**config.mk**
```make
export PLATFORM = sky130hd
export DESIGN_NAME = debug_reply_tx_flat
export DESIGN_NICKNAME = d
export VERILOG_FILES = /design/src/rtl/debug_reply_tx_if.sv /design/src/rtl/debug_reply_tx.sv /design/src/flat_wrapper.sv
export SDC_FILE = /design/constraint.sdc
export NUM_CORES = 1
export LEC_CHECK = 0
export BUFFER_PORTS_ARGS = -buffer_cell sky130_fd_sc_hd__buf_2
export CORE_ASPECT_RATIO = 1.4
export CORE_MARGIN = 8
export CORE_UTILIZATION = 35
export DETAILED_ROUTE_END_ITERATION = 8
export PLACE_DENSITY = 0.54
export SETUP_SLACK_MARGIN = 0.3
export SYNTH_ARGS = -nofsm -noshare
export SYNTH_HDL_FRONTEND = slang
export SYNTH_SLANG_ARGS = --single-unit
export TNS_END_PERCENT = 20
```
**constraint.sdc**
```tcl
create_clock -name clk -period 3.95 [get_ports clk]
set_clock_uncertainty 0.1 [all_clocks]
set_input_delay 0.79 -clock clk [delete_from_list [all_inputs] [get_ports clk]]
set_output_delay 0.79 -clock clk [all_outputs]
set_load 0.1 [all_outputs]
```
**src/rtl/debug_reply_tx_if.sv**
```systemverilog
// Host-side bundle for the debug reply transmitter: packet requests with their
// payload, plus the transmitter status and serial line coming back.
interface debug_reply_tx_if #(
   parameter int SIG_BYTES = 4
);
   logic                   send_ok;
   logic                   send_signal;
   logic [31:0]            pc;
   logic [8*SIG_BYTES-1:0] signals;
   logic                   busy;
   logic                   done;
   logic                   uart_tx;

   // Requester side: raises packet requests and supplies PC/signal payload.
   modport master (
      output send_ok, send_signal, pc, signals,
      input  busy, done, uart_tx
   );

   // Transmitter side: consumes requests, reports status, drives the line.
   modport slave (
      input  send_ok, send_signal, pc, signals,
      output busy, done, uart_tx
   );
endinterface

```
**src/rtl/debug_reply_tx.sv**
```systemverilog
// Debug reply transmitter: queues OP_OK / OP_SIGNAL packets and sends them as
// back-to-back 8N1 UART frames, multi-byte fields little-endian.
module debug_reply_tx #(
   parameter int CLK_PER_BIT = 868,
   parameter int SIG_BYTES   = 4
) (
   input  logic             clk,
   input  logic             rst,
   debug_reply_tx_if.slave  bus
);

   localparam int PKT_BYTES = 5 + SIG_BYTES;
   localparam int SW        = 8 * PKT_BYTES;
   localparam int CW        = (CLK_PER_BIT > 1) ? $clog2(CLK_PER_BIT) : 1;

   localparam logic [7:0]    OP_SIGNAL = 8'h01;
   localparam logic [7:0]    OP_OK     = 8'h02;
   localparam logic [CW-1:0] BAUD_LAST = CW'(CLK_PER_BIT - 1);
   localparam logic [4:0]    SIG_LAST  = 5'(PKT_BYTES - 1);

   typedef enum logic [1:0] {
      IDLE,
      START,
      DATA,
      STOP
   } state_t;

   state_t          state;
   logic [CW-1:0]   baud_cnt;
   logic [2:0]      bit_idx;
   logic [4:0]      byte_idx;
   logic [4:0]      last_idx;
   // Packet shadow, shifted right one bit per data bit so the bit on the line
   // next is always shadow[0] and the next byte lands in shadow[7:0].
   logic [SW-1:0]   shadow;
   logic            ok_pend;
   logic            sig_pend;
   logic            tx_q;
   logic            busy_q;
   logic            done_q;

   logic            baud_last;

   assign baud_last   = (baud_cnt == BAUD_LAST);

   assign bus.uart_tx = tx_q;
   assign bus.busy    = busy_q;
   assign bus.done    = done_q;

   // Packet arbitration, bit/byte sequencing and registered line outputs.
   always_ff @(posedge clk or posedge rst) begin
      if (rst) begin
         state    <= IDLE;
         baud_cnt <= '0;
         bit_idx  <= '0;
         byte_idx <= '0;
         last_idx <= '0;
         shadow   <= '0;
         ok_pend  <= 1'b0;
         sig_pend <= 1'b0;
         tx_q     <= 1'b1;
         busy_q   <= 1'b0;
         done_q   <= 1'b0;
      end else begin
         // NOTE: non-blocking assignments only; every right-hand side below sees
         // the pre-edge register values, so statement order cannot leak state.
         done_q <= 1'b0;

         case (state)
            IDLE: begin
               if (ok_pend || sig_pend) begin
                  state    <= START;
                  tx_q     <= 1'b0;
                  busy_q   <= 1'b1;
                  baud_cnt <= '0;
                  bit_idx  <= '0;
                  byte_idx <= '0;
                  // OK wins a tie; a pending SIGNAL simply waits one packet.
                  if (ok_pend) begin
                     ok_pend  <= 1'b0;
                     shadow   <= {{(SW-8){1'b0}}, OP_OK};
                     last_idx <= '0;
                  end else begin
                     sig_pend <= 1'b0;
                     shadow   <= {bus.signals, bus.pc, OP_SIGNAL};
                     last_idx <= SIG_LAST;
                  end
               end
            end

            START: begin
               if (baud_last) begin
                  baud_cnt <= '0;
                  state    <= DATA;
                  tx_q     <= shadow[0];
               end else begin
                  baud_cnt <= baud_cnt + CW'(1);
               end
            end

            DATA: begin
               if (baud_last) begin
                  baud_cnt <= '0;
                  shadow   <= shadow >> 1;
                  if (bit_idx == 3'd7) begin
                     bit_idx <= '0;
                     state   <= STOP;
                     tx_q    <= 1'b1;
                  end else begin
                     bit_idx <= bit_idx + 3'd1;
                     tx_q    <= shadow[1];
                  end
               end else begin
                  baud_cnt <= baud_cnt + CW'(1);
               end
            end

            STOP: begin
               if (baud_last) begin
                  baud_cnt <= '0;
                  if (byte_idx == last_idx) begin
                     state  <= IDLE;
                     busy_q <= 1'b0;
                     done_q <= 1'b1;
                  end else begin
                     byte_idx <= byte_idx + 5'd1;
                     state    <= START;
                     tx_q     <= 1'b0;
                  end
               end else begin
                  baud_cnt <= baud_cnt + CW'(1);
               end
            end

            default: state <= IDLE;
         endcase

         // NOTE: these come after the case so a new request in a packet's start
         // cycle overrides the clear above (last non-blocking write wins).
         if (bus.send_ok) begin
            ok_pend <= 1'b1;
         end
         if (bus.send_signal) begin
            sig_pend <= 1'b1;
         end
      end
   end

endmodule

```
**src/flat_wrapper.sv**
```systemverilog
// flat-port wrapper written by rule: the top's interface ports become plain ports
module debug_reply_tx_flat 
#(
   parameter int CLK_PER_BIT = 868,
   parameter int SIG_BYTES   = 4
)
  (clk, rst, bus_send_ok, bus_send_signal, bus_pc, bus_signals, bus_busy, bus_done, bus_uart_tx);
  debug_reply_tx_if #(.SIG_BYTES(SIG_BYTES)) bus_i ();
  input  logic clk;
  input  logic rst;
  input wire logic [$bits(bus_i.send_ok)-1:0] bus_send_ok;
  input wire logic [$bits(bus_i.send_signal)-1:0] bus_send_signal;
  input wire logic [$bits(bus_i.pc)-1:0] bus_pc;
  input wire logic [$bits(bus_i.signals)-1:0] bus_signals;
  output wire logic [$bits(bus_i.busy)-1:0] bus_busy;
  output wire logic [$bits(bus_i.done)-1:0] bus_done;
  output wire logic [$bits(bus_i.uart_tx)-1:0] bus_uart_tx;
  assign bus_i.send_ok = bus_send_ok;
  assign bus_i.send_signal = bus_send_signal;
  assign bus_i.pc = bus_pc;
  assign bus_i.signals = bus_signals;
  assign bus_busy = bus_i.busy;
  assign bus_done = bus_i.done;
  assign bus_uart_tx = bus_i.uart_tx;
  debug_reply_tx #(.CLK_PER_BIT(CLK_PER_BIT), .SIG_BYTES(SIG_BYTES)) u_core (.clk(clk), .rst(rst), .bus(bus_i));
endmodule
```
==> report_table.html <==
<table>
<tr><th>Metric</th><th>Value</th></tr>
<tr><th colspan="2">Status</th></tr>
<tr><td>Result of the run</td><td>finished clean</td></tr>
<tr><th colspan="2">Global routing</th></tr>
<tr><td>Via count of the first global-routing pass</td><td>3739</td></tr>
<tr><td>Total track usage</td><td>0.120</td></tr>
<tr><td>First-pass GRT wire length</td><td>19.0 mm</td></tr>
<tr><td>Maximum number of pins on one net before global-route repair</td><td>80</td></tr>
<tr><td>Aggregate global routing overflow</td><td>0</td></tr>
<tr><td>Antenna violations before repair</td><td>0</td></tr>
<tr><th colspan="2">Floorplan</th></tr>
<tr><td>Cell row count</td><td>52</td></tr>
<tr><td>Chip Height</td><td>160 µm</td></tr>
<tr><td>Area of the die</td><td>19000 µm²</td></tr>
<tr><td>Core Area</td><td>14500 µm²</td></tr>
<tr><td>Die Width</td><td>119 µm</td></tr>
<tr><td>Count of boundary I/O pins</td><td>71</td></tr>
<tr><td>Initial cell density of the core</td><td>0.357</td></tr>
<tr><th colspan="2">Timing</th></tr>
<tr><td>Endpoints failing setup</td><td>0</td></tr>
<tr><td>Maximum achievable frequency</td><td>319 MHz</td></tr>
<tr><td>Slew @ Worst Pin</td><td>1.05 ns</td></tr>
<tr><td>Worst Hold Margin</td><td>0.408 ns</td></tr>
<tr><td>Hold violation total from the final report</td><td>0</td></tr>
<tr><td>Post-layout minimum cycle time</td><td>3.13 ns</td></tr>
<tr><td>Fin crit share</td><td>0.793</td></tr>
<tr><td>Fin Setup TNS</td><td>0 ns</td></tr>
<tr><td>Slew HR</td><td>0.295</td></tr>
<tr><td>Max-slew violations</td><td>0</td></tr>
<tr><td>RSZ-0062 raised after global routing</td><td>no</td></tr>
<tr><th colspan="2">Setup path</th></tr>
<tr><td>Highest fanout seen on the critical path</td><td>40</td></tr>
<tr><td>Required time of the critical path</td><td>4.07 ns</td></tr>
<tr><td>Worst setup path category</td><td>reg -&gt; reg</td></tr>
<tr><td>End of the worst register-to-register path</td><td>u_core.shadow[31]</td></tr>
<tr><td>Critical path startpoint</td><td>u_core.baud_cnt[0]</td></tr>
<tr><td>Data arrival at the endpoint of the critical path</td><td>3.25 ns</td></tr>
<tr><td>Critical R2R Launch</td><td>u_core.baud_cnt[0]</td></tr>
<tr><td>Cells on worst reg2reg path</td><td>6</td></tr>
<tr><td>Slack of the worst reg-to-reg path</td><td>0.82 ns</td></tr>
<tr><td>Worst setup path end</td><td>u_core.shadow[31]</td></tr>
<tr><td>Capturing element type of the critical path</td><td>flop</td></tr>
<tr><td>Type of element launching the critical path</td><td>flop</td></tr>
<tr><th colspan="2">Power and ir drop</th></tr>
<tr><td>Internal cell power</td><td>1590 µW</td></tr>
<tr><td>Switching share of total power</td><td>0.219</td></tr>
<tr><td>Clock power share</td><td>0.429</td></tr>
<tr><td>Maximum vdd drop</td><td>0.000188 V</td></tr>
<tr><td>Combinational share of power</td><td>0.052</td></tr>
<tr><td>Total power per unit cell area</td><td>345 nW/µm²</td></tr>
<tr><td>LEAKAGE</td><td>0.00266 µW</td></tr>
<tr><td>NetSw</td><td>447 µW</td></tr>
<tr><td>Seq pwr share</td><td>0.520</td></tr>
<tr><th colspan="2">Clocking</th></tr>
<tr><td>CTS Buffer Depth</td><td>2</td></tr>
<tr><td>Clock insertion delay at the later pin of the skew report</td><td>0.34 ns</td></tr>
<tr><td>Number of gates resized after cts</td><td>0</td></tr>
<tr><td>Number of setup buffers added after CTS</td><td>0</td></tr>
<tr><td>CTS tree</td><td>built</td></tr>
<tr><td>Clock H-tree levels</td><td>3</td></tr>
<tr><td>Number of buffers created by CTS</td><td>9</td></tr>
<tr><td>Clock-pin slew reported for the worst setup and hold paths after clock tree synthesis</td><td>0.07 ns</td></tr>
<tr><td>CTS Root Cell</td><td>sky130_fd_sc_hd__clkbuf_16</td></tr>
<tr><td>Clock sink count</td><td>98</td></tr>
<tr><td>CTS Hold Bufs</td><td>0</td></tr>
<tr><th colspan="2">Logic synthesis</th></tr>
<tr><td>Synth Area in XOR/XNOR</td><td>0.00507</td></tr>
<tr><td>Library cells used by synthesis</td><td>46</td></tr>
<tr><td>Synthesized-area fraction occupied by adder cells</td><td>0.0241</td></tr>
<tr><td>Post-synth net total</td><td>489</td></tr>
<tr><td>Count of flip-flops with a built-in enable after synthesis</td><td>0</td></tr>
<tr><td>Fraction of the mapped netlist area in compound gates</td><td>0.165</td></tr>
<tr><td>Most instantiated flip-flop cell in the synthesis netlist</td><td>sky130_fd_sc_hd__dfrtp_1</td></tr>
<tr><td>Simple-Gate Fraction of Synth Area</td><td>0.0666</td></tr>
<tr><td>Count of synthesis-stage warnings from yosys</td><td>0</td></tr>
<tr><td>Cell count after synthesis</td><td>411</td></tr>
<tr><td>Flop and latch count out of synthesis</td><td>98</td></tr>
<tr><td>Largest family of logic cells by synthesized area</td><td>multiplexers</td></tr>
<tr><td>Leading area contributor after synthesis</td><td>sky130_fd_sc_hd__dfrtp_1</td></tr>
<tr><td>Avg Synthesized Cell Area</td><td>12.6 µm²</td></tr>
<tr><td>Synth async-reset ratio</td><td>1.00</td></tr>
<tr><td>Fraction of synthesized area in multiplexers</td><td>0.207</td></tr>
<tr><td>Yosys top cell area share</td><td>0.468</td></tr>
<tr><td>Sequential-to-total area share from yosys stat</td><td>0.473</td></tr>
<tr><td>Post-synth design cell area</td><td>5190 µm²</td></tr>
<tr><td>Leading post-synthesis cells by cell area</td><td>sky130_fd_sc_hd__dfrtp_1 47%, sky130_fd_sc_hd__mux2_4 14%, sky130_fd_sc_hd__a22o_1 11%</td></tr>
<tr><th colspan="2">Place</th></tr>
<tr><td>Input/output buffers</td><td>70</td></tr>
<tr><td>GP Congestion</td><td>0.811</td></tr>
<tr><td>DP Cell Count</td><td>647</td></tr>
<tr><td>Sum of net half-perimeters after detailed placement</td><td>7.42 mm</td></tr>
<tr><th colspan="2">Drt</th></tr>
<tr><td>Final WL</td><td>11.0 mm</td></tr>
<tr><td>Total iterations of the first detailed-routing run</td><td>4</td></tr>
<tr><td>Count of antenna-violating nets left after detailed routing</td><td>0</td></tr>
<tr><td>Via count</td><td>3420</td></tr>
<tr><td>Avg Vias per Cell</td><td>5.17</td></tr>
<tr><td>DRC violation count after routing</td><td>0</td></tr>
<tr><td>DRT iter0 DRCs</td><td>121</td></tr>
<tr><td>Average wire per standard cell</td><td>16.6 µm</td></tr>
<tr><th colspan="2">Layout</th></tr>
<tr><td>Number of inserted diodes</td><td>0</td></tr>
<tr><td>NumNets Final</td><td>547</td></tr>
<tr><td>Post-synthesis to final-layout area growth</td><td>14.0%</td></tr>
<tr><td>Count of placed standard cells in the final layout, fillers left out</td><td>662</td></tr>
<tr><td>Number of fill cells</td><td>1378</td></tr>
<tr><td>Fraction of layout instances using a drive strength above 1</td><td>0.359</td></tr>
<tr><th colspan="2">Hold path</th></tr>
<tr><td>Cell count of the worst hold path</td><td>1</td></tr>
<tr><td>Path category of the worst min-delay check</td><td>reg -&gt; reg</td></tr>
<tr><th colspan="2">Job</th></tr>
<tr><td>Max-cap violations</td><td>0</td></tr>
</table>
[per-layer routing]
metal,track usage,vias up,share of wire
met5,0,-,0
met4,0.0352,0,0.0065
met3,0.0360,4,0.046
met2,0.184,66,0.46
met1,0.160,1717,0.48
li1,-,1633,-
[power by group through the flow]
stage	logic, µW	clock network (µW)	registers [µW]
6_report	105	874	1060
5_1_grt	118	940	1060
4_1_cts	109	908	1060
2_1_floorplan	60.5	0	1070
3_3_place_gp	107	0	1080
3_5_place_dp	109	0	1080
[sequential cells by signal, indices dropped and copies added (netlist names), 2 cells and up]
signal,cells
u_core.baud_cnt,10
u_core.bit_idx,3
u_core.byte_idx,5
u_core.shadow,72
u_core.state,2
[cell families (layout without fill, tap and decap cells)]
family | count (synthesis) | after routing
compound gates | 108 | 108
flops | 98 | 98
mux | 80 | 80
simple gates | 62 | 62
buf+inv | 50 | 112
fa+ha+maj | 10 | 10
xor+xnor | 3 | 3
[placed cells by master, fill, tap and decap left out, types with 4 or more instances in the layout]
master                      count
sky130_fd_sc_hd__dfrtp_1       97
sky130_fd_sc_hd__buf_2         70
sky130_fd_sc_hd__a22o_1        66
sky130_fd_sc_hd__mux2_4        50
sky130_fd_sc_hd__nand2_1       19
sky130_fd_sc_hd__inv_1         18
sky130_fd_sc_hd__mux2_2        18
sky130_fd_sc_hd__o21ai_0       16
sky130_fd_sc_hd__mux2i_1       12
sky130_fd_sc_hd__ha_1           9
sky130_fd_sc_hd__clkbuf_16      9
sky130_fd_sc_hd__buf_4          7
sky130_fd_sc_hd__nor3_1         6
sky130_fd_sc_hd__a31oi_1        6
sky130_fd_sc_hd__nor2_1         6
sky130_fd_sc_hd__nand3_1        6
sky130_fd_sc_hd__a21oi_1        5
sky130_fd_sc_hd__nand2b_1       4
sky130_fd_sc_hd__nand4_1        4
[per-stage QoR]
| stage | utilization | power [µW] | area, µm² | setup slack, ns |
|---|---|---|---|---|
| floorplan | - | 1130 | 5190 | 0.500 |
| detailed placement | 0.387 | 1190 | 5620 | 0.784 |
| global placement | 0.387 | 1180 | 5620 | 0.852 |
| global route | 0.408 | 2120 | 5910 | 0.598 |
| CTS | 0.408 | 2080 | 5910 | 0.764 |
| finish | 0.408 | 2040 | 5910 | 0.819 |
[layout make-up]
cell class / instances / area, µm² / area share
sequential: 98 / 2450 / 0.415
multi-input combinational: 263 / 2430 / 0.412
timing repair buffer: 78 / 423 / 0.0715
tap: 189 / 236 / 0.0400
clock buffer: 9 / 225 / 0.0381
inverter: 19 / 73.8 / 0.0125
clock inverter: 6 / 66.3 / 0.0112
[cells in the mapped netlist (2+ instances only)]
cell                       number
sky130_fd_sc_hd__nand2b_1       4
sky130_fd_sc_hd__o211ai_1       3
sky130_fd_sc_hd__a31oi_1        6
sky130_fd_sc_hd__a211oi_1       2
sky130_fd_sc_hd__ha_1          10
sky130_fd_sc_hd__nor2_1         7
sky130_fd_sc_hd__clkbuf_1      19
sky130_fd_sc_hd__nor3_1         6
sky130_fd_sc_hd__nor4_1         2
sky130_fd_sc_hd__mux2i_1       12
sky130_fd_sc_hd__xor2_1         3
sky130_fd_sc_hd__buf_12         6
sky130_fd_sc_hd__dfrtp_1       97
sky130_fd_sc_hd__or3_1          3
sky130_fd_sc_hd__o21ai_0       16
sky130_fd_sc_hd__buf_6          2
sky130_fd_sc_hd__nand2_1       19
sky130_fd_sc_hd__inv_1         19
sky130_fd_sc_hd__mux2_4        50
sky130_fd_sc_hd__and3_1         2
sky130_fd_sc_hd__mux2_2        18
sky130_fd_sc_hd__buf_2          3
sky130_fd_sc_hd__a22o_1        66
sky130_fd_sc_hd__a21oi_1        5
sky130_fd_sc_hd__nand3_1        6
sky130_fd_sc_hd__a41oi_1        2
sky130_fd_sc_hd__nand4_1        4
[critical path, stage by stage (launching register included)]
cell	delay [ns]
sky130_fd_sc_hd__dfrtp_1	0.40
sky130_fd_sc_hd__ha_1	0.27
sky130_fd_sc_hd__nor4b_4	0.42
sky130_fd_sc_hd__nand3_4	0.19
sky130_fd_sc_hd__o21ai_4	0.86
sky130_fd_sc_hd__buf_12	0.37
sky130_fd_sc_hd__mux2_2	0.37
[worst min path at each step]
| stage | slack (ns) | startpoint | to |
|---|---|---|---|
| after detailed placement | 0.39 | u_core.shadow[25] | u_core.shadow[25] |
| after CTS | 0.41 | u_core.baud_cnt[8] | u_core.baud_cnt[8] |
| after global routing | 0.43 | u_core.shadow[44] | u_core.shadow[44] |
| after global placement | 0.39 | u_core.shadow[48] | u_core.shadow[48] |
| final | 0.41 | u_core.baud_cnt[8] | u_core.baud_cnt[8] |
| after floorplan | 0.36 | u_core.baud_cnt[8] | u_core.baud_cnt[8] |
Note: power is estimated with default switching activity, not from simulation.
